**src/rtl/dibit_packer.sv**
```systemverilog
// +----------------------------------------------------------------------------+
// | dibit_packer: packs an MSB-first 2-bit symbol stream into WORD_W-bit words |
// | queued in a DEPTH-entry valid/ready output FIFO.  Revision: 1.0            |
// +----------------------------------------------------------------------------+
`default_nettype none

module dibit_packer #(
   parameter int WORD_W = 8,
   parameter int DEPTH  = 2
) (
   input  logic                           clk,
   input  logic                           rst_n,
   input  logic                           sym_valid,
   input  logic [1:0]                     sym_data,
   input  logic                           sym_last,
   output logic                           sym_ready,
   output logic                           word_valid,
   output logic [WORD_W-1:0]              word_data,
   output logic [$clog2(WORD_W/2+1)-1:0]  word_nsym,
   output logic                           word_last,
   input  logic                           word_ready,
   output logic [$clog2(DEPTH+1)-1:0]     level
);

   localparam int N   = WORD_W / 2;
   localparam int CW  = (N > 1) ? $clog2(N) : 1;
   localparam int NSW = $clog2(N + 1);
   localparam int LW  = $clog2(DEPTH + 1);
   localparam int PW  = (DEPTH > 1) ? $clog2(DEPTH) : 1;

   logic [CW-1:0]     cnt;
   logic [WORD_W-1:0] acc;
   logic [WORD_W-1:0] acc_next;
   logic [PW-1:0]     wr_ptr;
   logic [PW-1:0]     rd_ptr;
   logic              accept;
   logic              complete;
   logic              push;
   logic              pop;

   logic [WORD_W-1:0] mem_data [DEPTH];
   logic [NSW-1:0]    mem_nsym [DEPTH];
   logic              mem_last [DEPTH];

   assign sym_ready  = (level < LW'(DEPTH));
   assign word_valid = (level != '0);
   assign accept     = sym_valid & sym_ready;
   assign complete   = accept & (sym_last | (cnt == CW'(N - 1)));
   assign push       = complete;
   assign pop        = word_valid & word_ready;

   // Symbol k lands at the k-th dibit from the top; unfilled low bits stay zero.
   always_comb begin
      acc_next = acc;
      for (int k = 0; k < N; k++) begin
         if (cnt == CW'(k)) begin
            acc_next[WORD_W-1-2*k -: 2] = sym_data;
         end
      end
   end

   always_ff @(posedge clk or negedge rst_n) begin
      if (!rst_n) begin
         cnt    <= '0;
         acc    <= '0;
         wr_ptr <= '0;
         rd_ptr <= '0;
         level  <= '0;
      end else begin
         if (accept) begin
            if (complete) begin
               cnt <= '0;
               acc <= '0;
            end else begin
               cnt <= cnt + CW'(1);
               acc <= acc_next;
            end
         end
         if (push) begin
            wr_ptr <= (wr_ptr == PW'(DEPTH - 1)) ? '0 : wr_ptr + PW'(1);
         end
         if (pop) begin
            rd_ptr <= (rd_ptr == PW'(DEPTH - 1)) ? '0 : rd_ptr + PW'(1);
         end
         case ({push, pop})
            2'b10:   level <= level + LW'(1);
            2'b01:   level <= level - LW'(1);
            default: level <= level;
         endcase
      end
   end

   // Storage needs no reset: entries are only observed while counted in level.
   always_ff @(posedge clk) begin
      if (push) begin
         mem_data[wr_ptr] <= acc_next;
         mem_nsym[wr_ptr] <= NSW'(cnt) + NSW'(1);
         mem_last[wr_ptr] <= sym_last;
      end
   end

   assign word_data = word_valid ? mem_data[rd_ptr] : '0;
   assign word_nsym = word_valid ? mem_nsym[rd_ptr] : '0;
   assign word_last = word_valid ? mem_last[rd_ptr] : 1'b0;

endmodule

`default_nettype wire

```
**config.mk**
```make
export PLATFORM = sky130hd
export DESIGN_NAME = dibit_packer
export DESIGN_NICKNAME = d
export VERILOG_FILES = /design/src/rtl/dibit_packer.sv
export SDC_FILE = /design/constraint.sdc
export NUM_CORES = 1
export LEC_CHECK = 0
export ABC_CLOCK_PERIOD_IN_PS = 5000
export CORE_MARGIN = 2
export CORE_UTILIZATION = 25
export DETAILED_ROUTE_END_ITERATION = 8
export GPL_TIMING_DRIVEN = 0
export PLACE_DENSITY = 0.46
export REMOVE_ABC_BUFFERS = 1
export SLEW_MARGIN = 20
export SYNTH_ARGS = -nofsm -noshare
export SYNTH_HDL_FRONTEND = slang
export SYNTH_SLANG_ARGS = --single-unit
```
**constraint.sdc**
```tcl
create_clock -name clk -period 5 [get_ports clk]
set_input_delay 0.5 -clock clk [delete_from_list [all_inputs] [get_ports clk]]
set_output_delay 0.5 -clock clk [all_outputs]
set_load 0.02 [all_outputs]
```
==> results of run 1 <==
worst register-to-register path, stage by stage, from the launching register on:
cell and delay (ns):
dfrtp_1 0.41, ha_1 0.33, nor2_4 0.12, or2_1 0.34, nor2_2 0.58
state kept, by name, indices dropped and copies added (netlist names):
register and flops:
cnt 2, mem_data 16, acc 8, mem_nsym 6, wr_ptr 1, level 2
mem_last 2, rd_ptr 1
routing by layer:
layer,vias to the layer above,part of all wire (%)
li1,467,-
met1,468,43
met2,18,51
met3,5,3.9
met4,0,1.5
met5,-,0
placed cells by master (no fill, tap or decap), drive strengths merged:
cell           Yosys  layout
nand2             14      14
edfxtp            24      24
dfrtp             14      14
or2                1       1
nor2              17      17
clkbuf             0       8
ha                 5       5
nand3              1       1
mux2               8       8
nor2b              1       1
and2               2       2
xor2               1       1
nand2b             1       1
o21ai              8       8
inv                6       6
mux2i             12      12
clkdlybuf4s50      0      22
xnor2              4       4
kinds of logic after synthesis:
family,count (synthesis),synth area share (%)
and+or+nand+nor,37,10.4
muxes,20,12.6
buffers and inverters,11,3.38
DFF,38,64.4
xor gates and xnor gates,5,3.08
AOI/OAI and AO/OA,8,2.41
adders and majority gates,5,3.76
power by group:
part           switching [mW]  internal (mW)  total, mW
clock network          0.0943         0.0989      0.193
logic                   0.265          0.249      0.514
registers              0.0702          0.430      0.500
total                   0.430          0.777       1.21
per-stage QoR:
step | utilization [%] | setup WS (ns) | hold WS, ns | cell area (sq um) | power, mW
floorplan | - | 3.03 | 0.204 | 1630 | 0.808
global placement | 30.5 | 2.18 | 0.459 | 1950 | 1.01
detailed placement | 30.5 | 2.14 | 0.468 | 1950 | 1.02
CTS | 31.7 | 2.12 | 0.483 | 2030 | 1.22
global route | 31.9 | 2.31 | 0.521 | 2030 | 1.30
finish | 31.9 | 2.47 | 0.486 | 2030 | 1.21
final timing paths:
path | depth (start not counted) | to | slack, ns
worst max-delay path | 3 | word_data[5] | 2.47
worst min-delay path | 2 | acc[6]$_DFFE_PN0P_ | 0.49
worst max register to register | 4 | mem_nsym[1][0]$_DFFE_PP_ | 2.85
worst min register to register | 2 | acc[6]$_DFFE_PN0P_ | 0.49
max in group asynchronous | 1 | acc[5]$_DFFE_PN0P_ | 3.95
min in group asynchronous | 1 | cnt[1]$_DFFE_PN0P_ | 0.62
layout make-up:
class	instances	area share, %
Sequential cell	38	52.6
Inverter	6	1.11
Timing Repair Buffer	22	10.8
Clock buffer	8	3.94
Multi-Input combinational cell	75	26.8
Tap cell	77	4.74
==> impl_metrics.json, run 1 <==
{
  "drt_iter0_drc": 14,
  "worstMarginPinSlew_ns": 0.779,
  "die_h_um": 85.6,
  "tritoncts": "done",
  "rsz0062_at_grt": "false",
  "yosysWarnings": 0,
  "area_growth_pct": 22.3,
  "avgRoutedWirePerCell_um": 13.2,
  "crit_path_max_fanout": 13,
  "hp-start": "acc[6]$_DFFE_PN0P_",
  "drtAntennaViolNets": 0,
  "slew_headroom_pct": 48.0,
  "grt_usage_pct": 9.29,
  "pin_count": 23,
  "crit_path_end_kind": "output pin",
  "period_needed_ns": 2.53,
  "cp.arrival_ns": 2.03,
  "synth_common_cells": "edfxtp_1 (24), nor2_1 (16), dfrtp_1 (14), nand2_1 (14), mux2i_1 (12)",
  "grt_pass1_vias": 1003,
  "nFillCells": 657,
  "p_leak_nw": 0.804,
  "path_delay_family": "flip-flops",
  "yosys_register_bits": 38,
  "grt_use_met3_pct": 2.89,
  "maxCapViolCount": 0,
  "setup_viol": 0,
  "synth_cells": 124,
  "cts_buffers": 5,
  "max_stage_delay_ns": 0.85,
  "netlist.top_cell.by_area": "edfxtp_1",
  "clk_pin_slew_worst_paths_ns": 0.07,
  "hold_violations": 0,
  "drv_slew": 0,
  "ys_types": 21,
  "via_per_inst": 4.24,
  "num_vias": 958,
  "hold_buffers": 0,
  "initial_core_util_pct": 26.1,
  "grt_antenna_before_repair": 0,
  "firstDrtPassIters": 4,
  "die-area_sq_um": 7320,
  "max_freq_mhz": 396,
  "synth_top_cells_by_area": "edfxtp_1 (43%), dfrtp_1 (21%), mux2i_1 (7.2%)",
  "rows": 29,
  "synth.most_common_cell": "edfxtp_1",
  "hold_path_class": "flip-flop to flip-flop",
  "busiest_layer": "met2",
  "register_area_sq_um": 1070,
  "ctsLongestPathBuffers": 2,
  "synthesis.area_sq_um": 1660,
  "wl_um": 2980,
  "status": "finished clean",
  "grtUsageMet2_pct": 15.9,
  "drcViolationCount": 0,
  "insertion_delay_ns": 0.28,
  "path_cells": "mux2i_1, nor2_1, clkdlybuf4s50_1",
  "power_density_nw_per_um2": 593,
  "place_hpwl_um": 2070,
  "worstSetupPathType": "flip-flop to output pin",
  "portBuffers": 22,
  "cts-resized-gates": 0,
  "setup-tns-final_ns": 0,
  "yosys.area.top_type_share_pct": 43.3,
  "multi_input_area_sq_um": 544,
  "cts.htree.levels": 2,
  "finalNonFillerCells": 226,
  "fin_worst_skew_ns": 0.00563,
  "clock_sinks": 38,
  "timing.rr.start": "cnt[0]$_DFFE_PN0P_",
  "cts_setup_buffers": 0,
  "cp_slowest_cell": "dfrtp_1",
  "synthArstFlopShare_pct": 36.8,
  "grt_max_degree": 16,
  "grt_pass1_wl_um": 5030,
  "met1_usage_pct": 10.5,
  "min_period_over_period_pct": 50.5,
  "ys_seq_area_share_pct": 64.4,
  "core_area_sq_um": 6390,
  "path_buf_inv": 1,
  "synth_area_per_cell_sq_um": 13.4,
  "antenna_cells": 0,
  "clockRootBuffer": "clkbuf_8",
  "gp_congestion": 0.762,
  "crit_start": "rd_ptr$_DFFE_PN0P_",
  "layout-drive-gt1-share_pct": 14.1,
  "peakVddDrop_mv": 0.340,
  "start_kind": "flip-flop",
  "finalNetCount": 160,
  "dp_cells": 218,
  "grt-ovfl-total": 0,
  "cp_data_required_time_ns": 4.50,
  "fp.dieW_um": 85.6,
  "synthFlopType": "edfxtp_1",
  "synth-edff-count": 24
}
Power figures use the tool's default switching activity.
==> run 2, diff against run 1 <==
--- a/config.mk
+++ b/config.mk
@@ -5,12 +5,12 @@
 export SDC_FILE = /design/constraint.sdc
 export NUM_CORES = 1
 export LEC_CHECK = 0
-export ABC_CLOCK_PERIOD_IN_PS = 5000
+export ABC_CLOCK_PERIOD_IN_PS = 2300
 export CORE_MARGIN = 2
 export CORE_UTILIZATION = 25
 export DETAILED_ROUTE_END_ITERATION = 8
 export GPL_TIMING_DRIVEN = 0
-export PLACE_DENSITY = 0.46
+export PLACE_DENSITY = 0.47
 export REMOVE_ABC_BUFFERS = 1
 export SLEW_MARGIN = 20
 export SYNTH_ARGS = -nofsm -noshare
==> constraint.sdc (replaced) <==
create_clock -name clk -period 2.3 [get_ports clk]
set_input_delay 0.23 -clock clk [delete_from_list [all_inputs] [get_ports clk]]
set_output_delay 0.23 -clock clk [all_outputs]
set_load 0.02 [all_outputs]
==> impl_metrics.json, run 2 (synthesized netlist as in run 1, its figures left out) <==
{
  "max_freq_mhz": 457,
  "crit_path_end_kind": "flip-flop",
  "whs_ns": 0.357,
  "final_common_cell": "edfxtp_1",
  "hold_violations": 0,
  "dp_slack_ns": -0.325,
  "cp_slowest_cell": "nor2_2",
  "path_buf_inv": 0,
  "rows": 29,
  "worstSetupPathType": "flip-flop to flip-flop",
  "start_kind": "flip-flop",
  "drt_iter0_drc": 61,
  "multi_input_area_sq_um": 549,
  "grt-ovfl-total": 0,
  "peakVddDrop_mv": 0.430,
  "path_cells": "ha_1, nor2_4, or2_1, nor2_2",
  "tritoncts": "done",
  "utilization_pct": 32.4,
  "power_density_nw_per_um2": 1340,
  "ctsLongestPathBuffers": 2,
  "sw_frac_of_total_pct": 35.1,
  "avgRoutedWirePerCell_um": 14.0,
  "power.share.combinational_pct": 40.8,
  "cts_buffers": 5,
  "setup_viol": 0,
  "register_area_sq_um": 1070,
  "drcViolationCount": 0,
  "pin_count": 23,
  "initial_core_util_pct": 26.1,
  "place_hpwl_um": 2110,
  "cts.htree.levels": 2,
  "die-area_sq_um": 7320,
  "largestRegisters": "mem_data x16, acc x8, mem_nsym x6",
  "crit_path_max_fanout": 12,
  "largest_register_ffs": 16,
  "drtAntennaViolNets": 0,
  "max_stage_delay_ns": 0.58,
  "cp_data_required_time_ns": 2.22,
  "clk_pin_slew_worst_paths_ns": 0.07,
  "worstMarginPinSlew_ns": 0.700,
  "drv_slew": 0,
  "status": "finished clean",
  "antenna_cells": 0,
  "cp.arrival_ns": 2.11,
  "wl_um": 3170,
  "gp_congestion": 0.681,
  "grt_antenna_before_repair": 0,
  "fin_worst_skew_ns": 0.00301,
  "fin_ws_ns": 0.111,
  "clockRootBuffer": "clkbuf_8",
  "core_area_sq_um": 6390,
  "wl_met1_um": 1470,
  "wl_met2_um": 1500,
  "insertion_delay_ns": 0.28,
  "p_switching_mw": 0.972,
  "highest_layer": "met4",
  "num_vias": 968,
  "layout-drive-gt1-share_pct": 16.8,
  "layout_common_cells": "edfxtp_1 (24), clkdlybuf4s50_1 (22), nand2_1 (14)",
  "grt_pass1_wl_um": 5160,
  "clock_sinks": 38,
  "period_needed_ns": 2.19,
  "grt_max_degree": 16,
  "wl_met3_um": 144,
  "hold_path_class": "input port to async pin",
  "slew_headroom_pct": 53.3,
  "min_period_over_period_pct": 95.2,
  "p_total_mw": 2.77,
  "fp.dieW_um": 85.6,
  "finalNetCount": 160,
  "p_leak_nw": 0.823,
  "nFillCells": 646,
  "seqPwrFrac_pct": 39.5,
  "clockPowerShare_pct": 19.7,
  "via_per_inst": 4.28,
  "path_delay_family": "simple AND/OR/NAND/NOR gates",
  "area_growth_pct": 24.4,
  "setup-tns-final_ns": 0,
  "die_h_um": 85.6,
  "grt_pass1_vias": 1028,
  "portBuffers": 22,
  "hold_buffers": 0,
  "grt_usage_pct": 9.25,
  "rsz0062_at_grt": "true",
  "internal_power_mw": 1.80,
  "top_register": "mem_data",
  "firstDrtPassIters": 5,
  "maxCapViolCount": 0,
  "cts_setup_buffers": 0
}
## run 2: power groups by stage
| stage | clock [mW] | sequential (mW) | combinational (mW) |
|---|---|---|---|
| 5_1_grt | 0.592 | 1.12 | 1.23 |
| 4_1_cts | 0.559 | 1.09 | 1.15 |
| 2_1_floorplan | 0 | 1.08 | 0.678 |
| 6_report | 0.545 | 1.09 | 1.13 |
| 3_3_place_gp | 0 | 1.09 | 1.12 |
| 3_5_place_dp | 0 | 1.10 | 1.14 |
## run 2: layer usage
layer | GRT usage [%] | vias to the layer above
met2 | 14.7 | 31
met4 | 3.32 | 0
met3 | 3.66 | 9
met5 | 0 | -
li1 | - | 469
met1 | 11.4 | 459
## run 2: worst paths after layout
path                               startpoint                  endpoint  slack (ns)  depth (start not counted)
max in group asynchronous               rst_n        rd_ptr$_DFFE_PN0P_        1.47                          1
setup reg to reg           cnt[0]$_DFFE_PN0P_  mem_data[0][6]$_DFFE_PP_        0.11                          4
min in group clk           acc[2]$_DFFE_PN0P_        acc[2]$_DFFE_PN0P_        0.49                          2
setup / recovery           cnt[0]$_DFFE_PN0P_  mem_data[0][6]$_DFFE_PP_        0.11                          4
hold / removal                          rst_n      level[1]$_DFFE_PN0P_        0.36                          1
hold reg to reg            acc[2]$_DFFE_PN0P_        acc[2]$_DFFE_PN0P_        0.49                          2
## run 2: timing repair
| item | CTS | global route |
|---|---|---|
| gates cloned | 0 | 0 |
| endpoints found under the hold margin | 0 | 0 |
| setup endpoints to repair | 37 | 37 |
| resized for setup | 4 | 1 |
| pin swaps | 0 | 0 |
## run 2: worst reg2reg max path, stage by stage, from the launching register on
cell	delay, ns
dfrtp_1	0.42
ha_1	0.35
nor2_4	0.13
or2_1	0.35
nor2_2	0.59
## run 2: final cells by class
class / count / share of cell area (%)
flip-flops and latches: 38 / 51.8
multi-input cells: 75 / 26.5
repair buffers: 22 / 10.6
well taps: 77 / 4.66
clock buffers: 5 / 3.33
clock inverters: 3 / 1.93
inverters: 6 / 1.09
## run 2: per-stage QoR
| step | cells | instance area [sq um] |
|---|---|---|
| 2_1_floorplan | 119 | 1630 |
| 3_3_place_gp | 218 | 1950 |
| 3_5_place_dp | 218 | 1950 |
| 4_1_cts | 226 | 2060 |
| 5_1_grt | 226 | 2070 |
| 6_report | 226 | 2070 |
==> run 3, diff against run 2 <==
--- a/config.mk
+++ b/config.mk
@@ -6,7 +6,6 @@
 export NUM_CORES = 1
 export LEC_CHECK = 0
 export ABC_CLOCK_PERIOD_IN_PS = 2300
-export CORE_MARGIN = 2
 export CORE_UTILIZATION = 25
 export DETAILED_ROUTE_END_ITERATION = 8
 export GPL_TIMING_DRIVEN = 0
==> impl_metrics.json, run 3 (synthesized netlist as in run 1, its figures left out) <==
{
  "status": "finished clean",
  "antenna_cells": 0,
  "initial_core_util_pct": 26.1,
  "p_total_mw": 2.68,
  "place_hpwl_um": 2040,
  "grt_pass1_vias": 1014,
  "clockPowerShare_pct": 16.7,
  "largestRegisters": "mem_data x16, acc x8, mem_nsym x6",
  "clk_pin_slew_worst_paths_ns": 0.07,
  "fp.dieW_um": 83.6,
  "min_period_over_period_pct": 89.4,
  "seqPwrFrac_pct": 40.9,
  "sw_frac_of_total_pct": 36.0,
  "path_cells": "ha_1, nor2_4, or2_1, ha_1, nor2_1, xnor2_1",
  "area_growth_pct": 23.8,
  "die_h_um": 83.6,
  "power_density_nw_per_um2": 1300,
  "grt_max_degree": 16,
  "grt-ovfl-total": 0,
  "via_per_inst": 4.23,
  "grt_pass1_wl_um": 5060,
  "peakVddDrop_mv": 0.644,
  "hold_violations": 0,
  "power.share.combinational_pct": 42.4,
  "drt_iter0_drc": 42,
  "internal_power_mw": 1.71,
  "fin_area_sq_um": 2060,
  "max_stage_delay_ns": 0.42,
  "drtAntennaViolNets": 0,
  "tritoncts": "done",
  "grt_antenna_before_repair": 0,
  "num_vias": 957,
  "dp_cells": 218,
  "path_buf_inv": 0,
  "setup_viol": 0,
  "utilization_pct": 32.3,
  "gp_congestion": 0.688,
  "portBuffers": 22,
  "maxCapViolCount": 0,
  "p_switching_mw": 0.965,
  "crit_path_max_fanout": 8,
  "start_kind": "flip-flop",
  "ctsLongestPathBuffers": 2,
  "grt_usage_pct": 9.64,
  "max_freq_mhz": 486,
  "hold_path_class": "input port to async pin",
  "cp_slowest_cell": "dfrtp_1",
  "layout-drive-gt1-share_pct": 15.4,
  "insertion_delay_ns": 0.28,
  "finalNetCount": 160,
  "cts_buffers": 5,
  "path_delay_family": "simple AND/OR/NAND/NOR gates",
  "setup-tns-final_ns": 0,
  "drcViolationCount": 0,
  "wl_um": 3060,
  "p_leak_nw": 0.812,
  "crit_path_end_kind": "flip-flop",
  "finalNonFillerCells": 226,
  "clock_sinks": 38,
  "cp_data_required_time_ns": 2.51,
  "cp.arrival_ns": 2.26,
  "cp_common_cell": "ha_1",
  "worstSetupPathType": "flip-flop to flip-flop",
  "placed_cell_area_sq_um": 1950,
  "largest_register_ffs": 16,
  "fin_worst_skew_ns": 0.00245,
  "clockRootBuffer": "clkbuf_8",
  "layout_common_cells": "edfxtp_1 (24), clkdlybuf4s50_1 (22), nand2_1 (14)",
  "core_area_sq_um": 6390,
  "die-area_sq_um": 6990,
  "avgRoutedWirePerCell_um": 13.5,
  "final_common_cell": "edfxtp_1",
  "slew_headroom_pct": 54.8,
  "top_register": "mem_data",
  "drv_slew": 0,
  "pin_count": 23,
  "cts.htree.levels": 2,
  "rows": 29,
  "worstMarginPinSlew_ns": 0.677,
  "rsz0062_at_grt": "false",
  "period_needed_ns": 2.06,
  "firstDrtPassIters": 3
}
==> run 3: changes by cell type in the layout (fill, tap and decap cells not counted), sizes merged <==
| cell | previous run | this run |
|---|---|---|
| clkbuf | 5 | 6 |
| bufinv | 1 | 0 |
==> run 3: stage by stage <==
stage | setup WS, ns | hold slack, ns
after floorplan | 0.332 | -0.0656
after global placement | -0.261 | 0.458
after detailed placement | -0.321 | 0.476
after CTS | 0.0352 | 0.392
after global routing | 0.115 | 0.406
final | 0.244 | 0.357
==> run 3: final timing paths <==
| check | start | end | slack, ns | cells after the start |
|---|---|---|---|---|
| hold reg to reg | acc[3]$_DFFE_PN0P_ | acc[3]$_DFFE_PN0P_ | 0.48 | 2 |
| max in group asynchronous | rst_n | rd_ptr$_DFFE_PN0P_ | 1.47 | 1 |
| setup reg to reg | cnt[0]$_DFFE_PN0P_ | level[1]$_DFFE_PN0P_ | 0.24 | 6 |
| min in group clk | acc[3]$_DFFE_PN0P_ | acc[3]$_DFFE_PN0P_ | 0.48 | 2 |
| setup / recovery | cnt[0]$_DFFE_PN0P_ | level[1]$_DFFE_PN0P_ | 0.24 | 6 |
| hold / removal | rst_n | acc[3]$_DFFE_PN0P_ | 0.36 | 1 |
==> run 3: worst reg2reg max path, stage by stage, from the launching register on <==
cell	delay, ns
dfrtp_1	0.42
ha_1	0.31
nor2_4	0.26
or2_1	0.37
ha_1	0.33
nor2_1	0.16
xnor2_1	0.13
==> run 3: power by group through the flow <==
stage               clock, mW  combinational [mW]  sequential, mW
floorplan                   0               0.678            1.08
global placement            0                1.11            1.09
detailed placement          0                1.13            1.10
CTS                     0.463                1.14            1.09
global route            0.498                1.23            1.12
finish                  0.448                1.14            1.09
==> run 3: layout make-up <==
type	count	area [sq um]
Inverter	6	22.5
Fill cell	654	4330
Sequential cell	38	1070
Tap cell	77	96.3
Clock buffer	6	82.6
Timing Repair Buffer	22	220
Clock inverter	2	7.51
Multi-Input combinational cell	75	559
==> run 3: per-layer routing <==
layer  routed length, um  vias up  GRT usage [%]
li1                    -      467              -
met1                1460      460           12.2
met2                1400       22           14.7
met3                 130        8           3.07
met4                  72        0           5.08
met5                   0        -              0
==> run 3: what timing repair did <==
action                                  in CTS  in global routing
buffers inserted                             0                  0
gates cloned                                 0                  0
endpoints found under the setup margin      37                 32
resized for setup                            4                  3
pin swaps                                    0                  0
hold buffers                                 0                  0
